**src/rtl/speck_key_schedule_inv_pkg.sv**
```systemverilog
// Shared SPECK128/128 constants, FSM state encoding and rotate helpers.
// The package is named speck_pkg because the forward key schedule and the
// round cores import the same definitions.
package speck_pkg;

   localparam int WORD           = 64;
   localparam int ROT_ALPHA      = 8;
   localparam int ROT_BETA       = 3;
   localparam int DEFAULT_ROUNDS = 32;
   localparam int IDX_W          = 5;

   typedef enum logic [3:0] {
      ST_IDLE = 4'd0,
      ST_LOAD = 4'd1,
      ST_EMIT = 4'd2,
      ST_STEP = 4'd3,
      ST_DONE = 4'd4
   } state_t;

   function automatic logic [WORD-1:0] rol(input logic [WORD-1:0] x, input int amt);
      return (x << amt) | (x >> (WORD - amt));
   endfunction

   function automatic logic [WORD-1:0] ror(input logic [WORD-1:0] x, input int amt);
      return (x >> amt) | (x << (WORD - amt));
   endfunction

endpackage

```
**src/rtl/speck_key_schedule_inv_if.sv**
```systemverilog
// Round-key stream from the inverse key schedule to the decryption datapath.
// The master drives key/index/valid; the slave answers with ready.
interface speck_key_schedule_inv_if;
   import speck_pkg::*;

   logic [WORD-1:0]  round_key;
   logic [IDX_W-1:0] round_idx;
   logic             round_key_valid;
   logic             round_key_ready;

   modport master (
      output round_key,
      output round_idx,
      output round_key_valid,
      input  round_key_ready
   );

   modport slave (
      input  round_key,
      input  round_idx,
      input  round_key_valid,
      output round_key_ready
   );

endinterface

```
**src/rtl/speck_key_schedule_inv_round_key.sv**
```systemverilog
// One inverse SPECK key-schedule round: recovers {l[i-1], k[i-1]} from
// {l[i], k[i]}. Purely combinational so the full decryption core can reuse it.
module speck_inv_round_key
   import speck_pkg::*;
(
   input  logic [WORD-1:0]  k,
   input  logic [WORD-1:0]  l,
   input  logic [IDX_W-1:0] i,
   output logic [WORD-1:0]  k_new,
   output logic [WORD-1:0]  l_new
);

   logic [IDX_W-1:0] idx_dec;
   logic [WORD-1:0]  prev_idx;

   // Undo the forward round: k first, then l using the recovered k and the
   // forward round counter (i-1) zero-extended to a full word.
   always_comb begin
      idx_dec  = i - IDX_W'(1);
      prev_idx = {{(WORD - IDX_W){1'b0}}, idx_dec};
      k_new    = ror(k ^ l, ROT_BETA);
      l_new    = rol((l ^ prev_idx) - k_new, ROT_ALPHA);
   end

endmodule

```
**src/rtl/speck_key_schedule_inv.sv**
```systemverilog
// Inverse SPECK128/128 key schedule: walks the final schedule state backwards,
// streaming k[R-1] .. k[0] on a valid/ready handshake, then reports the
// recovered master key {l[0], k[0]} alongside a one-cycle finished pulse.
module speck_key_schedule_inv
   import speck_pkg::*;
#(
   parameter int ROUNDS = DEFAULT_ROUNDS
) (
   input  logic                   clk,
   input  logic                   rst,
   input  logic                   signal_start,
   input  logic [2*WORD-1:0]      key_in,
   output logic                   busy,
   output logic                   finished,
   output logic [2*WORD-1:0]      out_key,
   output logic [3:0]             state_response,
   speck_key_schedule_inv_if.master rk
);

   localparam logic [IDX_W-1:0] LAST_IDX = IDX_W'(ROUNDS - 1);

   state_t            state_q, state_d;
   logic [WORD-1:0]   k_q, k_d;
   logic [WORD-1:0]   l_q, l_d;
   logic [IDX_W-1:0]  i_q, i_d;
   logic [WORD-1:0]   round_key_q, round_key_d;
   logic [IDX_W-1:0]  round_idx_q, round_idx_d;
   logic              valid_q, valid_d;
   logic              busy_q, busy_d;
   logic              finished_q, finished_d;
   logic [2*WORD-1:0] out_key_q, out_key_d;

   logic [WORD-1:0]   k_new;
   logic [WORD-1:0]   l_new;

   speck_inv_round_key u_inv_round (
      .k     (k_q),
      .l     (l_q),
      .i     (i_q),
      .k_new (k_new),
      .l_new (l_new)
   );

   // Next-state and output computation; everything holds unless a state acts,
   // and finished falls back to zero so it can only ever be a single pulse.
   always_comb begin
      state_d     = state_q;
      k_d         = k_q;
      l_d         = l_q;
      i_d         = i_q;
      round_key_d = round_key_q;
      round_idx_d = round_idx_q;
      valid_d     = valid_q;
      busy_d      = busy_q;
      finished_d  = 1'b0;
      out_key_d   = out_key_q;

      case (state_q)
         ST_IDLE: begin
            if (signal_start) begin
               k_d     = key_in[WORD-1:0];
               l_d     = key_in[2*WORD-1:WORD];
               i_d     = LAST_IDX;
               busy_d  = 1'b1;
               state_d = ST_LOAD;
            end
         end
         ST_LOAD: begin
            round_key_d = k_q;
            round_idx_d = i_q;
            valid_d     = 1'b1;
            state_d     = ST_EMIT;
         end
         ST_EMIT: begin
            if (valid_q && rk.round_key_ready) begin
               valid_d = 1'b0;
               state_d = (i_q == '0) ? ST_DONE : ST_STEP;
            end
         end
         ST_STEP: begin
            k_d         = k_new;
            l_d         = l_new;
            i_d         = i_q - IDX_W'(1);
            round_key_d = k_new;
            round_idx_d = i_q - IDX_W'(1);
            valid_d     = 1'b1;
            state_d     = ST_EMIT;
         end
         ST_DONE: begin
            out_key_d  = {l_q, k_q};
            finished_d = 1'b1;
            busy_d     = 1'b0;
            state_d    = ST_IDLE;
         end
         default: begin
            state_d = ST_IDLE;
         end
      endcase
   end

   // State register with synchronous reset that aborts any run in flight.
   always_ff @(posedge clk) begin
      if (rst) begin
         state_q     <= ST_IDLE;
         k_q         <= '0;
         l_q         <= '0;
         i_q         <= '0;
         round_key_q <= '0;
         round_idx_q <= '0;
         valid_q     <= 1'b0;
         busy_q      <= 1'b0;
         finished_q  <= 1'b0;
         out_key_q   <= '0;
      end else begin
         state_q     <= state_d;
         k_q         <= k_d;
         l_q         <= l_d;
         i_q         <= i_d;
         round_key_q <= round_key_d;
         round_idx_q <= round_idx_d;
         valid_q     <= valid_d;
         busy_q      <= busy_d;
         finished_q  <= finished_d;
         out_key_q   <= out_key_d;
      end
   end

   assign rk.round_key       = round_key_q;
   assign rk.round_idx       = round_idx_q;
   assign rk.round_key_valid = valid_q;
   assign busy               = busy_q;
   assign finished           = finished_q;
   assign out_key            = out_key_q;
   assign state_response     = state_q;

endmodule
```
**src/flat_wrapper.sv**
```systemverilog
// flat-port wrapper written by rule: the top's interface ports become plain ports
module speck_key_schedule_inv_flat import speck_pkg::*;
#(
   parameter int ROUNDS = DEFAULT_ROUNDS
)
  (clk, rst, signal_start, key_in, busy, finished, out_key, state_response, rk_round_key, rk_round_idx, rk_round_key_valid, rk_round_key_ready);
  speck_key_schedule_inv_if rk_i ();
  input  logic clk;
  input  logic rst;
  input  logic signal_start;
  input  logic [2*WORD-1:0] key_in;
  output logic busy;
  output logic finished;
  output logic [2*WORD-1:0] out_key;
  output logic [3:0] state_response;
  output wire logic [$bits(rk_i.round_key)-1:0] rk_round_key;
  output wire logic [$bits(rk_i.round_idx)-1:0] rk_round_idx;
  output wire logic [$bits(rk_i.round_key_valid)-1:0] rk_round_key_valid;
  input wire logic [$bits(rk_i.round_key_ready)-1:0] rk_round_key_ready;
  assign rk_round_key = rk_i.round_key;
  assign rk_round_idx = rk_i.round_idx;
  assign rk_round_key_valid = rk_i.round_key_valid;
  assign rk_i.round_key_ready = rk_round_key_ready;
  speck_key_schedule_inv #(.ROUNDS(ROUNDS)) u_core (.clk(clk), .rst(rst), .signal_start(signal_start), .key_in(key_in), .busy(busy), .finished(finished), .out_key(out_key), .state_response(state_response), .rk(rk_i));
endmodule
```
**config.mk**
```make
export PLATFORM = sky130hd
export DESIGN_NAME = speck_key_schedule_inv_flat
export DESIGN_NICKNAME = d
export VERILOG_FILES = /design/src/rtl/speck_key_schedule_inv_pkg.sv /design/src/rtl/speck_key_schedule_inv_if.sv /design/src/rtl/speck_key_schedule_inv_round_key.sv /design/src/rtl/speck_key_schedule_inv.sv /design/src/flat_wrapper.sv
export SDC_FILE = /design/constraint.sdc
export NUM_CORES = 1
export LEC_CHECK = 0
export ABC_CLOCK_PERIOD_IN_PS = 8840
export BUFFER_PORTS_ARGS = -buffer_cell sky130_fd_sc_hd__buf_2
export CAP_MARGIN = 0
export CORE_MARGIN = 3
export CORE_UTILIZATION = 30
export CTS_BUF_LIST = sky130_fd_sc_hd__clkbuf_4
export DETAILED_ROUTE_END_ITERATION = 8
export PLACE_DENSITY = 0.6
export SLEW_MARGIN = 20
export SYNTH_ARGS = -nofsm -noshare
export SYNTH_HDL_FRONTEND = slang
export SYNTH_SLANG_ARGS = --single-unit
export TNS_END_PERCENT = 1
```
**constraint.sdc**
```tcl
create_clock -name clk -period 8.84 [get_ports clk]
set_input_delay 1.326 -clock clk [delete_from_list [all_inputs] [get_ports clk]]
set_output_delay 1.326 -clock clk [all_outputs]
set_load 0.02 [all_outputs]
```
==> flow_results.xml <==
<?xml version="1.0" encoding="UTF-8"?>
<metrics>
  <group name="status">
    <metric name="run_status" unit="">finished, final reports clean</metric>
  </group>
  <group name="place">
    <metric name="port_buffers" unit="">334</metric>
    <metric name="globalplace.congestion" unit="">0.908</metric>
    <metric name="hpwl" unit="um">46300</metric>
  </group>
  <group name="route">
    <metric name="drt_pass1_iterations" unit="">5</metric>
    <metric name="detailroute.via_count" unit="">17804</metric>
    <metric name="first_iter_violations" unit="">1182</metric>
    <metric name="viasPerCell" unit="">5.28</metric>
    <metric name="drc_errors" unit="">0</metric>
    <metric name="detail_route.wl_per_cell" unit="um">19.4</metric>
    <metric name="detail_route.wirelength" unit="um">65400</metric>
    <metric name="final_antenna_net_count" unit="">0</metric>
  </group>
  <group name="clocking">
    <metric name="clock-root-buffer" unit="">sky130_fd_sc_hd__clkbuf_4</metric>
    <metric name="cts.repair_timing.setup_buffer_count" unit="">0</metric>
    <metric name="inserted_clock_buffers" unit="">99</metric>
    <metric name="max-clock-path-buffers" unit="">3</metric>
    <metric name="worst_skew_pair.late_latency" unit="ns">0.85</metric>
    <metric name="worst_setup_hold_path_clk_slew" unit="ns">0.06</metric>
    <metric name="cts_htree_levels" unit="">3</metric>
    <metric name="cts.repair.resized" unit="">0</metric>
    <metric name="cts_tree" unit="">done</metric>
    <metric name="cts_hold_repair.buffers" unit="">0</metric>
    <metric name="clock-sinks" unit="">336</metric>
  </group>
  <group name="worst_setup_path">
    <metric name="cp_num_buf_inv" unit="">1</metric>
    <metric name="timing.critical_path.cells" unit="">inv_1 &gt; ha_1 &gt; xnor2_1 &gt; fa_1 &gt; a21o_1 &gt; a311o_1 &gt; a2111oi_2 &gt; nor4_1 &gt; nor3_2 &gt; o22ai_2 &gt; a31oi_1 &gt; mux2i_1 &gt; o311ai_0</metric>
    <metric name="crit_family" unit="">compound AO/OA/AOI/OAI gates</metric>
    <metric name="cpPeakStageDelay" unit="ns">0.45</metric>
    <metric name="setup_slack_on_the_worst_flop_to_flop_path" unit="ns">4.90</metric>
    <metric name="worst-setup-path-type" unit="">flip-flop to flip-flop</metric>
    <metric name="worst_endpoint_data_arrival_time" unit="ns">4.63</metric>
    <metric name="required" unit="ns">9.52</metric>
    <metric name="worst_setup_path_start_kind" unit="">flip-flop</metric>
    <metric name="critPathSlowestCell" unit="">sky130_fd_sc_hd__fa_1</metric>
    <metric name="setup.worst_path.end_class" unit="">flip-flop</metric>
    <metric name="max_fanout_on_critical_path" unit="">5</metric>
  </group>
  <group name="floorplan">
    <metric name="initial_core_util" unit="%">30.5</metric>
    <metric name="floorplan.die_area" unit="um^2">60800</metric>
    <metric name="chipHeight" unit="um">247</metric>
    <metric name="num_io_pins" unit="">336</metric>
    <metric name="die_w" unit="um">247</metric>
    <metric name="row_count" unit="">87</metric>
    <metric name="core_box_area" unit="um^2">56800</metric>
  </group>
  <group name="power">
    <metric name="p_seq_share" unit="%">37.3</metric>
    <metric name="max-vdd-ir-drop" unit="mV">0.0819</metric>
    <metric name="power.clock.fraction" unit="%">32.8</metric>
    <metric name="p_leak" unit="nW">8.46</metric>
    <metric name="swShare" unit="%">36.8</metric>
    <metric name="internal_power" unit="mW">2.84</metric>
    <metric name="power_per_cell_area" unit="nW/um^2">218</metric>
    <metric name="netSwitchingPower" unit="mW">1.66</metric>
    <metric name="design_power_total" unit="mW">4.50</metric>
    <metric name="comb_power_share" unit="%">29.9</metric>
  </group>
  <group name="global_routing">
    <metric name="grt_start_max_net_pins" unit="">139</metric>
    <metric name="grt_overflow" unit="">0</metric>
    <metric name="track_usage" unit="%">20.9</metric>
    <metric name="grt_antenna_before_repair" unit="">8</metric>
    <metric name="first_global_vias" unit="">17253</metric>
    <metric name="grt_first_pass_wirelength" unit="um">100000</metric>
  </group>
  <group name="sta">
    <metric name="min_cycle_time_layout" unit="ns">3.94</metric>
    <metric name="timing.clock.skew" unit="ns">0.0643</metric>
    <metric name="fin_setup_tns" unit="ns">0</metric>
    <metric name="timing_worst_slew_pin_value" unit="ns">1.06</metric>
    <metric name="final.period_utilization" unit="%">44.6</metric>
    <metric name="worst_slew_margin_rel" unit="%">28.9</metric>
    <metric name="final_slew_violations" unit="">0</metric>
    <metric name="final_hold_violating_endpoints" unit="">0</metric>
    <metric name="setup_viol" unit="">0</metric>
    <metric name="unrepaired_setup_endpoints_after_global_routing" unit="">false</metric>
    <metric name="achievable-frequency" unit="MHz">254</metric>
  </group>
  <group name="yosys">
    <metric name="ys_seq_area_share" unit="%">38.8</metric>
    <metric name="synth_edf_count" unit="">0</metric>
    <metric name="postSynthCellCount" unit="">2261</metric>
    <metric name="synthArstFlopShare" unit="%">0</metric>
    <metric name="syn_area" unit="um^2">17400</metric>
    <metric name="synth.ff_latch_count" unit="">336</metric>
    <metric name="yosys_warnings" unit="">0</metric>
    <metric name="synth.avg_cell_area" unit="um^2">7.68</metric>
    <metric name="mappedNetlistNets" unit="">2459</metric>
    <metric name="postSynth.topFlopCell" unit="">sky130_fd_sc_hd__dfxtp_1</metric>
    <metric name="synth_cell_types" unit="">73</metric>
  </group>
  <group name="finish">
    <metric name="ff_latch_area" unit="um^2">6730</metric>
    <metric name="fillerInstances" unit="">6068</metric>
    <metric name="footprint_of_the_multi_input_gates" unit="um^2">9920</metric>
    <metric name="mostFrequentLayoutCells" unit="">sky130_fd_sc_hd__nand2_1, sky130_fd_sc_hd__nor2_1, sky130_fd_sc_hd__dfxtp_1</metric>
    <metric name="layout_commonest_cell" unit="">sky130_fd_sc_hd__nand2_1</metric>
    <metric name="final_core_utilization" unit="%">36.4</metric>
    <metric name="layout-area-overhead-vs-synth" unit="%">19.2</metric>
    <metric name="layout.nets" unit="">2734</metric>
    <metric name="drive_gt1_share" unit="%">20.0</metric>
  </group>
  <group name="min_path">
    <metric name="holdCritPathClass" unit="">flip-flop to flip-flop</metric>
  </group>
  <group name="flow_run">
    <metric name="drv.max_cap_violation_count" unit="">0</metric>
  </group>
</metrics>
==> flip-flops by register name (all words and copies together) (netlist names), 3 cells and up <==
name / count
u_core.out_key: 128
u_core.l_q: 64
u_core.rk.round_idx: 5
u_core.rk.round_key: 64
u_core.k_q: 64
u_core.i_q: 5
u_core.state_response: 3
==> synthesized netlist by cell type (4+ instances only) <==
master                      number  area, um^2
sky130_fd_sc_hd__nand2b_1       12        75.1
sky130_fd_sc_hd__nor2_1        351        1320
sky130_fd_sc_hd__a221o_1         4        40.0
sky130_fd_sc_hd__o211ai_1        8        60.1
sky130_fd_sc_hd__clkbuf_1      125         469
sky130_fd_sc_hd__ha_1           65         813
sky130_fd_sc_hd__o21bai_1       13        97.6
sky130_fd_sc_hd__o21ai_0        42         210
sky130_fd_sc_hd__a311oi_1       37         324
sky130_fd_sc_hd__or3_1           4        25.0
sky130_fd_sc_hd__a21o_1         32         240
sky130_fd_sc_hd__dfxtp_1       336        6730
sky130_fd_sc_hd__a2111oi_0       5        43.8
sky130_fd_sc_hd__nand3_1        15        75.1
sky130_fd_sc_hd__nand4_1        20         125
sky130_fd_sc_hd__buf_1          28         105
sky130_fd_sc_hd__nor3_1         16        80.1
sky130_fd_sc_hd__and3_1         10        62.6
sky130_fd_sc_hd__o21a_1          4        30.0
sky130_fd_sc_hd__nor2b_1         7        43.8
sky130_fd_sc_hd__xnor2_1       103         902
sky130_fd_sc_hd__buf_2          16        80.1
sky130_fd_sc_hd__o22ai_1        16         100
sky130_fd_sc_hd__and2_1          4        25.0
sky130_fd_sc_hd__nand2_1       412        1550
sky130_fd_sc_hd__a31oi_1        10        62.6
sky130_fd_sc_hd__a211oi_1       72         541
sky130_fd_sc_hd__a221oi_1       65         569
sky130_fd_sc_hd__xor2_1         28         245
sky130_fd_sc_hd__inv_1          22        82.6
sky130_fd_sc_hd__nor4_1          7        43.8
sky130_fd_sc_hd__mux2i_1        20         200
sky130_fd_sc_hd__a21oi_1       299        1500
==> stage by stage <==
step	worst slack, ns	cells	hold WS [ns]	instance area (um^2)
6_report	4.90	3375	0.452	20700
5_1_grt	4.55	3370	0.472	20700
4_1_cts	4.81	3367	0.452	20700
3_5_place_dp	4.82	3191	0.444	19400
3_3_place_gp	4.94	3191	0.442	19400
2_1_floorplan	5.51	2261	0.469	17400
==> routing by layer <==
layer  track usage, %  up-vias  part of all wire (%)  wire length, um
met3             4.38      119                   7.1             4620
li1                 -     8533                     -                -
met2             33.9      679                    46            30300
met1             27.3     8471                    44            28600
met4             8.01        2                   2.8             1830
met5                0        -                 0.021               14
==> worst register-to-register path: stages (launching register included) <==
cell and delay [ns]:
sky130_fd_sc_hd__dfxtp_1 0.42, sky130_fd_sc_hd__inv_1 0.07, sky130_fd_sc_hd__ha_1 0.34, sky130_fd_sc_hd__xnor2_1 0.18, sky130_fd_sc_hd__fa_1 0.45, sky130_fd_sc_hd__a21o_1 0.20
sky130_fd_sc_hd__a311o_1 0.42, sky130_fd_sc_hd__a2111oi_2 0.44, sky130_fd_sc_hd__nor4_1 0.12, sky130_fd_sc_hd__nor3_2 0.37, sky130_fd_sc_hd__o22ai_2 0.21, sky130_fd_sc_hd__a31oi_1 0.23
sky130_fd_sc_hd__mux2i_1 0.21, sky130_fd_sc_hd__o311ai_0 0.14
==> power groups by stage <==
stage | sequential (mW) | clock, mW | combinational (mW)
2_1_floorplan | 1.68 | 0 | 0.975
3_3_place_gp | 1.71 | 0 | 1.32
3_5_place_dp | 1.71 | 0 | 1.33
4_1_cts | 1.68 | 1.54 | 1.34
5_1_grt | 1.69 | 1.62 | 1.48
6_report | 1.68 | 1.48 | 1.35
==> logic make-up (layout without fill, tap and decap cells) <==
family / after synthesis / in the layout / share of synthesized area [%]
AO/OA/AOI/OAI: 646 / 646 / 24.2
adder cells (fa/ha/maj): 66 / 66 / 4.80
XOR/XNOR: 131 / 131 / 6.61
other: 1 / 9 / 0.0216
AND/OR/NAND/NOR: 867 / 867 / 20.1
flip-flops: 336 / 336 / 38.8
multiplexers: 20 / 20 / 1.15
buffers and inverters: 194 / 544 / 4.35
==> path summary, 6_finish.rpt <==
kind,from,endpoint,cells past startpoint
worst min-delay path,u_core.out_key[66]$_SDFFE_PP0P_,u_core.out_key[66]$_SDFFE_PP0P_,2
worst min register to register,u_core.out_key[66]$_SDFFE_PP0P_,u_core.out_key[66]$_SDFFE_PP0P_,2
worst max-delay path,u_core.i_q[0]$_SDFFE_PP0P_,u_core.l_q[4]$_SDFFE_PP0P_,13
worst max register to register,u_core.i_q[0]$_SDFFE_PP0P_,u_core.l_q[4]$_SDFFE_PP0P_,13
==> layout make-up <==
cell class	count	area share, %
Tap cell	756	4.57
Clock inverter	27	0.520
Multi-Input combinational cell	1731	47.9
Inverter	22	0.399
Clock buffer	149	5.40
Timing Repair Buffer	346	8.58
Antenna cell	8	0.0967
Sequential cell	336	32.5
Note: power is estimated with default switching activity, not from simulation.
